--- config.mk ---
export PLATFORM = sky130hd
export DESIGN_NAME = time_keeper
export DESIGN_NICKNAME = d
export VERILOG_FILES = /design/src/rtl/time_keeper.sv
export SDC_FILE = /design/constraint.sdc
export NUM_CORES = 1
export LEC_CHECK = 0
export BUFFER_PORTS_ARGS = -buffer_cell sky130_fd_sc_hd__buf_2
export CAP_MARGIN = 5
export CORE_UTILIZATION = 35
export DETAILED_ROUTE_END_ITERATION = 10
export GPL_TIMING_DRIVEN = 0
export HOLD_SLACK_MARGIN = 0.08
export PLACE_DENSITY = 0.65
export SKIP_CTS_REPAIR_TIMING = 1
export SYNTH_ARGS = -nofsm -noshare
export SYNTH_HDL_FRONTEND = slang
export SYNTH_SLANG_ARGS = --single-unit
--- constraint.sdc ---
create_clock -name clk -period 1.9 [get_ports clk]
set_input_delay 0.38 -clock clk [delete_from_list [all_inputs] [get_ports clk]]
set_output_delay 0.38 -clock clk [all_outputs]
set_load 0.01 [all_outputs]
--- src/rtl/time_keeper.sv ---
// time_keeper: BCD time-of-day counter with a small set-mode FSM.
//
// The divider's slow sec_clk level is sampled as data. Each rising edge
// becomes a one-cycle tick, and that tick advances seconds, minutes and
// hours in BCD. The mode button cycles RUN -> SET_HR -> SET_MIN -> RUN.
// In the SET_* modes, up/down adjust the selected field.
//
// state   | meaning
// --------+----------------------------------------------------------
// RUN     | time advances on ticks; colon follows sec_clk
// SET_HR  | up/down adjust hours; ticks ignored; blink follows sec_clk
// SET_MIN | up/down adjust minutes; ticks ignored; blink follows sec_clk
//
// Ports:
//   clk                      system clock
//   reset                    synchronous active-low reset
//   sec_clk                  divider output, sampled as data
//   mode_btn/up_btn/down_btn one-cycle debounced button pulses
//   hr_tens/hr_units         BCD hours
//   min_tens/min_units       BCD minutes
//   mode                     00 RUN, 01 SET_HR, 10 SET_MIN
//   blink                    registered sec_clk in SET_*, else 0
//   colon                    registered sec_clk in RUN, else 0

module time_keeper #(
   parameter int HOUR_MAX      = 24,
   parameter int TICKS_PER_MIN = 60
) (
   input  logic       clk,
   input  logic       reset,
   input  logic       sec_clk,
   input  logic       mode_btn,
   input  logic       up_btn,
   input  logic       down_btn,
   output logic [3:0] hr_tens,
   output logic [3:0] hr_units,
   output logic [3:0] min_tens,
   output logic [3:0] min_units,
   output logic [1:0] mode,
   output logic       blink,
   output logic       colon
);

   localparam int SW = (TICKS_PER_MIN > 2) ? $clog2(TICKS_PER_MIN) : 1;
   localparam logic [SW-1:0] SEC_LAST  = SW'(TICKS_PER_MIN - 1);
   localparam logic [3:0]    HR_LAST_T = 4'((HOUR_MAX - 1) / 10);
   localparam logic [3:0]    HR_LAST_U = 4'((HOUR_MAX - 1) % 10);

   typedef enum logic [1:0] {
      RUN     = 2'b00,
      SET_HR  = 2'b01,
      SET_MIN = 2'b10
   } mode_e;

   mode_e         mode_q, mode_d;
   logic [7:0]    hr_q, hr_d;
   logic [7:0]    min_q, min_d;
   logic [SW-1:0] sec_q, sec_d;
   logic          sec_clk_q;
   logic          blink_q, blink_d;
   logic          colon_q, colon_d;
   logic          tick;

   // Two-digit BCD increment that wraps to 00 after {last_t,last_u}.
   function automatic logic [7:0] bcd_inc(input logic [7:0] v,
                                          input logic [3:0] last_t,
                                          input logic [3:0] last_u);
      if (v == {last_t, last_u})
         return 8'h00;
      else if (v[3:0] == 4'd9)
         return {v[7:4] + 4'd1, 4'd0};
      else
         return {v[7:4], v[3:0] + 4'd1};
   endfunction

   // Two-digit BCD decrement that wraps from 00 to {last_t,last_u}.
   function automatic logic [7:0] bcd_dec(input logic [7:0] v,
                                          input logic [3:0] last_t,
                                          input logic [3:0] last_u);
      if (v == 8'h00)
         return {last_t, last_u};
      else if (v[3:0] == 4'd0)
         return {v[7:4] - 4'd1, 4'd9};
      else
         return {v[7:4], v[3:0] - 4'd1};
   endfunction

   always_ff @(posedge clk) begin
      if (!reset) begin
         mode_q    <= RUN;
         hr_q      <= 8'h00;
         min_q     <= 8'h00;
         sec_q     <= '0;
         // Load the live level so a high sec_clk at release is not a tick.
         sec_clk_q <= sec_clk;
         blink_q   <= 1'b0;
         colon_q   <= 1'b0;
      end else begin
         mode_q    <= mode_d;
         hr_q      <= hr_d;
         min_q     <= min_d;
         sec_q     <= sec_d;
         sec_clk_q <= sec_clk;
         blink_q   <= blink_d;
         colon_q   <= colon_d;
      end
   end

   always_comb begin
      tick   = sec_clk & ~sec_clk_q;
      mode_d = mode_q;
      hr_d   = hr_q;
      min_d  = min_q;
      sec_d  = sec_q;

      if (mode_btn) begin
         // A mode change takes priority over any up/down in the same cycle.
         case (mode_q)
            RUN: begin
               mode_d = SET_HR;
               sec_d  = '0;
            end
            SET_HR:  mode_d = SET_MIN;
            SET_MIN: begin
               mode_d = RUN;
               sec_d  = '0;
            end
            default: mode_d = RUN;
         endcase
      end else begin
         case (mode_q)
            RUN: begin
               if (tick) begin
                  if (sec_q == SEC_LAST) begin
                     sec_d = '0;
                     min_d = bcd_inc(min_q, 4'd5, 4'd9);
                     if (min_q == 8'h59)
                        hr_d = bcd_inc(hr_q, HR_LAST_T, HR_LAST_U);
                  end else begin
                     sec_d = sec_q + SW'(1);
                  end
               end
            end
            SET_HR: begin
               if (up_btn && !down_btn)
                  hr_d = bcd_inc(hr_q, HR_LAST_T, HR_LAST_U);
               else if (down_btn && !up_btn)
                  hr_d = bcd_dec(hr_q, HR_LAST_T, HR_LAST_U);
            end
            SET_MIN: begin
               if (up_btn && !down_btn)
                  min_d = bcd_inc(min_q, 4'd5, 4'd9);
               else if (down_btn && !up_btn)
                  min_d = bcd_dec(min_q, 4'd5, 4'd9);
            end
            default: mode_d = RUN;
         endcase
      end

      // Follow the new mode so the indicators switch on the same edge.
      blink_d = (mode_d != RUN) & sec_clk;
      colon_d = (mode_d == RUN) & sec_clk;
   end

   assign hr_tens   = hr_q[7:4];
   assign hr_units  = hr_q[3:0];
   assign min_tens  = min_q[7:4];
   assign min_units = min_q[3:0];
   assign mode      = mode_q;
   assign blink     = blink_q;
   assign colon     = colon_q;

endmodule

==> impl_metrics.toml, run 1 <==
[outcome]
status = "completed"

[synth]
ys_types = 62
synth_nets = 264
avgSynthCellArea_um2 = 8.371
yosys_register_bits = 27
ys.flop_type = "dfxtp_1"
seq_area_frac_synth_pct = 26.68
yosysWarningCount = 0
ys_async_sr_fraction_pct = 0
syn_area_mm2 = 0.002026
synth_cells = 242
synth_edf_count = 0

[floorplanning]
die_y_um = 78.08
initial_utilization_pct = 36.56
core_area_mm2 = 0.005540
dieArea_mm2 = 0.006096
rows = 27
die_w_um = 78.08
io_pins = 26

[route]
wl_per_cell_um = 13.96
m1WireLength_um = 2437
ant_nets = 0
route.top_layer_used = "met4"
vias_per_cell = 5.496
route.vias.total = 1929
first_pass_iters = 4
dr_wl_met3_um = 188
wirelength_um = 4901
drc = 0
route.met2.wl_um = 2258
dr.first_iter.drc_count = 143

[timing]
max_freq_mhz = 538.5
grt_setup_unrepaired = "true"
min_period_ps = 1857
maxSlewViolCount = 0
max_slew.worst_pin.slew_ps = 507.5
finClkSkew_ps = 4.261
fin_crit_sh_pct = 97.74
finalSetupViolations = 0
slew_headroom_pct = 66.17
hold_viol = 0

[flow_run]
drv_cap = 0

[global_routing]
grt_pass1_vias = 1677
track_usage_pct = 15.96
grt_pass1_wl_um = 8059
grt_antenna_before_repair = 0
overflow = 0
grt_start_max_net_pins = 18

[cells_and_area]
drive_gt1_share_pct = 29.39
n_antenna_cell = 0
fillCellCount = 557
fin_cells = 351
fin_util_pct = 44.87
final_nets = 302
area_delta_synth_final_pct = 22.73

[clock_network]
clkLatencyLatePin_ps = 280
cts-root-buf = "clkbuf_8"
path_clk_slew_ps = 110
cts_made_buffers = 3
cts-htree-levels = 1
clockBufferDepth = 2
cts.sinks = 27
cts_tree = "built"

[placement]
port-buffer-count = 25
routabilityCongestion = 0.8386
numPlacedInstances = 339
hpwl_um = 3450

[worst_setup_path]
crit_type = "flip-flop to flip-flop"
arrival_ps = 2040
path_max_fanout = 7
critPathCaptureType = "flip-flop"
crit_required_ps = 2080
critPathLaunchType = "flip-flop"

[power]
peakVddDrop_v = 0.0005610
power_leakage_nw = 0.9920
powerDensity_mw_per_mm2 = 548.1

[worst_hold_path]
hp-class = "input port to flip-flop"
[registers in the layout, summed over array words and instances, names as in the netlist]
name / cells
mode: 2
colon: 1
min_q: 8
sec_q: 6
blink: 1
sec_clk_q: 1
hr_q: 8
[layout make-up]
type / instances / area [µm²] / share of cell area (%)
Inverter: 13 / 48.80 / 1.963
Sequential cell: 27 / 566.8 / 22.80
Tap cell: 72 / 90.09 / 3.624
Timing Repair Buffer: 34 / 200.2 / 8.052
Clock buffer: 3 / 41.29 / 1.661
Buffer: 8 / 52.55 / 2.114
Clock inverter: 1 / 8.758 / 0.3523
Multi-Input combinational cell: 193 / 1478 / 59.44
[logic make-up (layout without fill, tap and decap cells)]
group | count (synthesis) | count (layout) | synth area share (%)
muxes | 2 | 2 | 0.9883
adders and majority gates | 16 | 16 | 9.883
and+or+nand+nor | 94 | 94 | 26.93
AOI/OAI and AO/OA | 76 | 76 | 28.17
buffers and inverters | 22 | 59 | 5.188
xor gates and xnor gates | 5 | 5 | 2.162
DFF | 27 | 27 | 26.68
[worst max-delay path: stages, from the launching register on]
cell and delay [ps]:
dfxtp_4 370, ha_4 170, nand3b_1 150, nor3_4 70, buf_6 130, buf_6 110
o311ai_4 400, buf_4 180, nand2b_1 50, o311a_1 110
[path summary, 6_finish.rpt]
check	slack, ps	to	cells after the start	from
setup reg to reg	40	min_q[6]	9	sec_q[0]
hold reg to reg	470	sec_q[5]	1	sec_q[5]
setup / recovery	40	min_q[6]	9	sec_q[0]
hold / removal	240	sec_clk_q	1	sec_clk
[metrics by stage]
step	total power, mW	hold WS [ps]	cell area [µm²]	setup slack, ps	setup TNS [ps]
floorplan	0.8774	407.7	2026	22.08	0
detailed placement	0.9654	462.5	2241	-197.3	-1362
global placement	0.9620	450.9	2241	-212.2	-1363
finish	1.363	236.2	2486	42.94	0
global route	1.447	217.4	2486	-46.65	-133.9
CTS	1.333	223.7	2291	-130.0	-811.0
[cell usage after synthesis, types with 3 or more instances]
cell type,number,area (µm²)
nand2b_1,3,18.77
a211oi_1,10,75.07
dfxtp_1,27,540.5
a31oi_1,5,31.28
nand3b_1,4,30.03
inv_1,12,45.04
nand3_1,5,25.02
nor3_1,8,40.04
o21ai_0,12,60.06
buf_2,3,15.01
or4_1,3,22.52
clkbuf_1,3,11.26
a21oi_1,13,65.06
ha_1,16,200.2
xnor2_1,3,26.28
o31ai_1,3,22.52
nand2_1,18,67.56
o22ai_1,3,18.77
a22oi_1,3,22.52
nor2_1,27,101.4
[where the power goes]
group / total (mW) / internal (mW) / switching, mW / leakage, nW
sequential: 0.634 / 0.588 / 0.0461 / 0.226
combinational: 0.369 / 0.167 / 0.202 / 0.740
clock: 0.360 / 0.154 / 0.205 / 0.0261
[per-layer routing]
metal,GRT usage (%),vias to the layer above
met2,24.82,35
met1,23.06,906
met3,2.907,2
li1,-,986
met4,2.778,0
met5,0,-
[layout by cell type, fill, tap and decap left out, drive strengths merged, types with 2 or more instances in the layout]
master,synthesis,routed
and3b,2,2
nor2,27,27
and3,2,2
a22oi,3,3
or3,2,2
nand2,18,18
o21ai,12,12
a31oi,5,5
clkbuf,3,5
o311ai,3,3
nor2b,2,2
a21oi,13,13
o32ai,2,2
buf,6,40
xor2,2,2
o221a,2,2
or3b,4,4
dfxtp,27,27
nand3b,5,5
o41ai,2,2
a32oi,2,2
xnor2,3,3
nand3,5,5
and2,2,2
o211ai,2,2
o31ai,4,4
o311a,2,2
o22ai,3,3
or4,4,4
nand2b,3,3
mux2i,2,2
inv,12,13
ha,16,16
nor3b,5,5
nor3,10,10
o21bai,2,2
a211oi,12,12
No activity file was read; power rests on OpenSTA's default activity.
==> run 2, diff against run 1 <==
Clock period 1.9 ns to 1.68 ns, I/O delays scaled along.
==> run 2 against run 1 <==
The flow now finishes with violations (setup timing). Hold slack got worse by 37 ps. Non-clock buffer count rose by 23. Combinational power rose by 49%. Sequential share of layout area fell by 2.2 points. Cell area rose by 13%. Sequential power rose by 11%. Critical path depth fell by 1. Routed wire length rose by 7.3%. First-iteration DRC count fell by 28%. Count of clock-buffer cells in the layout rose by 1. Maximum frequency rose by 2.5%. Via count rose by 5.4%. Largest power group unchanged.
==> impl_metrics.toml, run 2 (same netlist as run 1, synthesis figures left out) <==
[route]
wirelength_um = 5260
dr.first_iter.drc_count = 103
ant_nets = 0
route.vias.total = 2033
first_pass_iters = 4
drc = 0
wl_per_cell_um = 14.03
vias_per_cell = 5.421

[placement]
routabilityCongestion = 0.8260
port-buffer-count = 25
dp_slack_ps = -304.7
numPlacedInstances = 339
hpwl_um = 3490

[global_routing]
grt_start_max_net_pins = 15
track_usage_pct = 15.91
grt_pass1_vias = 1712
grt_pass1_wl_um = 8010
overflow = 0
grt_antenna_before_repair = 0

[flow_run]
drv_cap = 0

[floorplanning]
die_y_um = 78.08
rows = 27
dieArea_mm2 = 0.006096
core_area_mm2 = 0.005540
initial_utilization_pct = 36.56
die_w_um = 78.08
io_pins = 26

[timing]
hold_viol = 0
fin_crit_sh_pct = 107.9
max_freq_mhz = 551.7
grt_setup_unrepaired = "true"
fin_ws_ps = -132.6
min_period_ps = 1813
slew_headroom_pct = 64.19
finClkSkew_ps = 11.28
tns_ps = -802.6
maxSlewViolCount = 0
max_slew.worst_pin.slew_ps = 537.1
finalSetupViolations = 14

[clock_network]
cts_made_buffers = 3
cts-root-buf = "clkbuf_8"
cts-htree-levels = 1
cts.sinks = 27
clockBufferDepth = 2
cts_tree = "built"
clkLatencyLatePin_ps = 280
path_clk_slew_ps = 100

[worst_setup_path]
critPathMaxStageDelay_ps = 410
path_cells = "ha_4, nand3b_1, nor3_4, buf_6, buf_4, a211oi_4, or4_1, a21oi_1"
cp_num_buf_inv = 2
cp_slowest_cell = "or4_1"
crit_type = "flip-flop to flip-flop"
path_max_fanout = 8
rrSetupSlack_ps = -130
crit_required_ps = 1880
critPathCaptureType = "flip-flop"
crit_cells = 8
arrival_ps = 2010
r2r_cells = 8
cp_top_family = "simple AND/OR/NAND/NOR gates"
critPathLaunchType = "flip-flop"

[outcome]
violations = "setup timing"
status = "complete, but fails checks"

[cells_and_area]
biggestRegsByFlops = "hr_q: 8 flops, min_q: 8 flops, sec_q: 6 flops"
drive_gt1_share_pct = 40.59
area_delta_synth_final_pct = 39.22
fin_util_pct = 50.90
layout_commonest_cell = "buf_4"
final_cell_mix = "buf_4 (29), nor2_1 (27), buf_2 (26)"
fin_cells = 375
fillCellCount = 515
n_antenna_cell = 0
final_nets = 326

[power]
p_comb_share_pct = 33.4
clkPwrFrac_pct = 23.6
p_sw_mw = 0.5378
peakVddDrop_v = 0.0003194
powerDensity_mw_per_mm2 = 581.8
internal-power_mw = 1.103
swShare_pct = 32.78
power_leakage_nw = 1.148
power_frac_seq_pct = 43.0

[worst_hold_path]
hp-class = "input port to flip-flop"
worstHoldPathCells = 1
[run 2: layout make-up]
type                            count  area (µm²)  area share [%]
Multi-Input combinational cell    194        1592           56.43
Sequential cell                    27       581.8           20.63
Timing Repair Buffer               56       384.1           13.62
Tap cell                           72       90.09           3.194
Buffer                              9       63.81           2.263
Inverter                           13       63.81           2.263
Clock buffer                        4       45.04           1.597
[run 2: power groups by stage]
stage / logic (mW) / clock network [mW] / registers, mW
final: 0.548 / 0.387 / 0.706
after detailed placement: 0.399 / 0 / 0.729
after CTS: 0.402 / 0.405 / 0.714
after global placement: 0.397 / 0 / 0.728
after floorplan: 0.296 / 0 / 0.730
after global routing: 0.592 / 0.424 / 0.711
[run 2: worst register-to-register path, stage by stage (launching register included)]
cell	delay (ps)
dfxtp_4	390
ha_4	140
nand3b_1	130
nor3_4	190
buf_6	140
buf_4	110
a211oi_4	90
or4_1	410
a21oi_1	140
[run 2: final timing paths]
check | start | end
hold / removal | sec_clk | sec_clk_q
setup reg to reg | sec_q[0] | hr_q[0]
hold reg to reg | sec_q[4] | sec_q[4]
setup / recovery | sec_q[0] | hr_q[0]
[run 2: per-layer routing]
layer  vias to the layer above  share of wire, %  track usage, %
met1                       955                51           22.55
met3                         6               2.6           1.977
met2                        34                46           25.26
met4                         0              0.97           4.259
li1                       1038                 -               -
met5                         -                 0               0
[run 2: through the flow]
| stage | total power, mW | hold slack, ps | instance area (µm²) |
|---|---|---|---|
| 6_report | 1.641 | 199.5 | 2820 |
| 5_1_grt | 1.726 | 193.3 | 2820 |
| 4_1_cts | 1.521 | 194.5 | 2397 |
| 3_5_place_dp | 1.128 | 455.6 | 2352 |
| 3_3_place_gp | 1.125 | 450.2 | 2352 |
| 2_1_floorplan | 1.026 | 363.7 | 2137 |
==> run 3, diff against run 2 <==
Settings changed: CTS_BUF_LIST set to sky130_fd_sc_hd__clkbuf_2.
==> run 3 against run 2 <==
The flow still finishes with violations (setup timing). Sequential cell count did not move. Routed wire length fell by 3.7%. Power fell by 9.5%. Cell area fell by 5.2%. Utilization fell by 2.7 points. Hold slack got worse by 27 ps. Sequential share of layout area rose by 1.2 points. Register-to-register slack got worse by 30 ps. Die area did not move. First-iteration DRC count fell by 5.8%. Critical path depth fell by 1.
==> impl_metrics.toml, run 3 (same netlist as run 1, synthesis figures left out) <==
[worst_hold_path]
worstHoldPathCells = 3
hp-class = "input port to flip-flop"
hold_path_end = "colon"
hold_start = "sec_clk"

[route]
wl_per_cell_um = 13.81
vias_per_cell = 5.401
route.vias.total = 1982
dr.first_iter.drc_count = 97
first_pass_iters = 4
ant_nets = 0
drc = 0
wirelength_um = 5067

[cells_and_area]
drive_gt1_share_pct = 35.25
area_delta_synth_final_pct = 31.93
n_antenna_cell = 0
biggestRegsByFlops = "hr_q: 8 flops, min_q: 8 flops, sec_q: 6 flops"
fin_cells = 367
final_nets = 318
layout_commonest_cell = "buf_2"
final_cell_mix = "buf_2 (27), nor2_1 (26), buf_4 (20)"

[power]
clkPwrFrac_pct = 18.5
peakVddDrop_v = 0.0002952
swShare_pct = 34.64
power_leakage_nw = 1.084
p_sw_mw = 0.5145
power_frac_seq_pct = 47.3
powerDensity_mw_per_mm2 = 555.7
p_comb_share_pct = 34.2
internal-power_mw = 0.9706

[timing]
maxSlewViolCount = 0
max_slew.worst_pin.slew_ps = 561.9
max_freq_mhz = 542.4
grt_setup_unrepaired = "true"
slew_headroom_pct = 62.54
min_period_ps = 1844
hold_viol = 0
finClkSkew_ps = 25.24
fin_ws_ps = -163.6
tns_ps = -1459
finalSetupViolations = 13
fin_crit_sh_pct = 109.7

[worst_setup_path]
startpoint = "min_q[1]"
crit_required_ps = 2000
path_max_fanout = 6
reg2reg_from = "min_q[1]"
arrival_ps = 2170
crit_type = "flip-flop to flip-flop"
r2r_cells = 7
path_cells = "inv_2, ha_2, nor3b_4, nand2b_4, o311ai_4, buf_6, o311a_1"
critPathLaunchType = "flip-flop"
critPathMaxStageDelay_ps = 420
cp_slowest_cell = "dfxtp_4"
critPathCaptureType = "flip-flop"
rrSetupSlack_ps = -160
rr_endpoint = "min_q[6]"

[floorplanning]
io_pins = 26
die_w_um = 78.08
core_area_mm2 = 0.005540
initial_utilization_pct = 36.56
rows = 27
die_y_um = 78.08
dieArea_mm2 = 0.006096

[global_routing]
grt_pass1_wl_um = 7955
grt_pass1_vias = 1712
grt_antenna_before_repair = 0
track_usage_pct = 15.81
grt_start_max_net_pins = 15
overflow = 0

[placement]
hpwl_um = 3490
port-buffer-count = 25
routabilityCongestion = 0.8260
numPlacedInstances = 339

[outcome]
status = "complete, but fails checks"
violations = "setup timing"

[clock_network]
cts_tree = "built"
clockBufferDepth = 2
cts-root-buf = "clkbuf_2"
path_clk_slew_ps = 290
cts-htree-levels = 1
clkLatencyLatePin_ps = 380
cts_made_buffers = 3
cts.sinks = 27

[flow_run]
drv_cap = 0
## run 3: final cells by class
cell class                      count  area (µm²)
Fill cell                         549        2868
Multi-Input combinational cell    193        1523
Sequential cell                    27       583.1
Timing Repair Buffer               49       331.6
Tap cell                           72       90.09
Buffer                              9       63.81
Inverter                           13       61.31
Clock buffer                        4       20.02
## run 3: power by group through the flow
stage	combinational (mW)	clock [mW]	sequential [mW]
5_1_grt	0.554	0.310	0.707
2_1_floorplan	0.296	0	0.730
4_1_cts	0.402	0.294	0.717
3_5_place_dp	0.399	0	0.729
3_3_place_gp	0.397	0	0.728
6_report	0.508	0.275	0.702
## run 3: critical path, delay by kind of cell, from the launching register on
| kind | cells | cell delay (ps) |
|---|---|---|
| AO/OA/AOI/OAI | 2 | 470 |
| AND/OR/NAND/NOR | 2 | 430 |
| flip-flops | 1 | 420 |
| buffers and inverters | 2 | 270 |
| adder cells (fa/ha/maj) | 1 | 200 |
## run 3: metrics by stage
step / area [µm²] / power, mW / util [%] / hold slack, ps / worst slack [ps]
3_5_place_dp: 2352 / 1.128 / 42.46 / 455.6 / -304.7
5_1_grt: 2673 / 1.571 / 48.24 / 159.8 / -241.4
6_report: 2673 / 1.485 / 48.24 / 172.4 / -163.6
4_1_cts: 2372 / 1.413 / 42.82 / 67.31 / -292.1
3_3_place_gp: 2352 / 1.125 / 42.46 / 450.2 / -293.6
2_1_floorplan: 2137 / 1.026 / - / 363.7 / -44.78
## run 3: layer usage
layer | track usage (%) | up-vias | share of wire (%)
li1 | - | 1026 | -
met1 | 22.20 | 913 | 51
met2 | 25.35 | 37 | 46
met3 | 1.628 | 6 | 2.5
met4 | 4.815 | 0 | 0.83
met5 | 0 | - | 0
## run 3: how the worst max path moves through the flow
| stage | to | slack [ps] | cells past startpoint |
|---|---|---|---|
| after floorplan | hr_q[4] | -40 | 6 |
| final | min_q[6] | -160 | 7 |
| after detailed placement | min_q[2] | -300 | 9 |
| after global routing | min_q[6] | -240 | 7 |
| after global placement | hr_q[4] | -290 | 7 |
| after CTS | hr_q[4] | -290 | 6 |
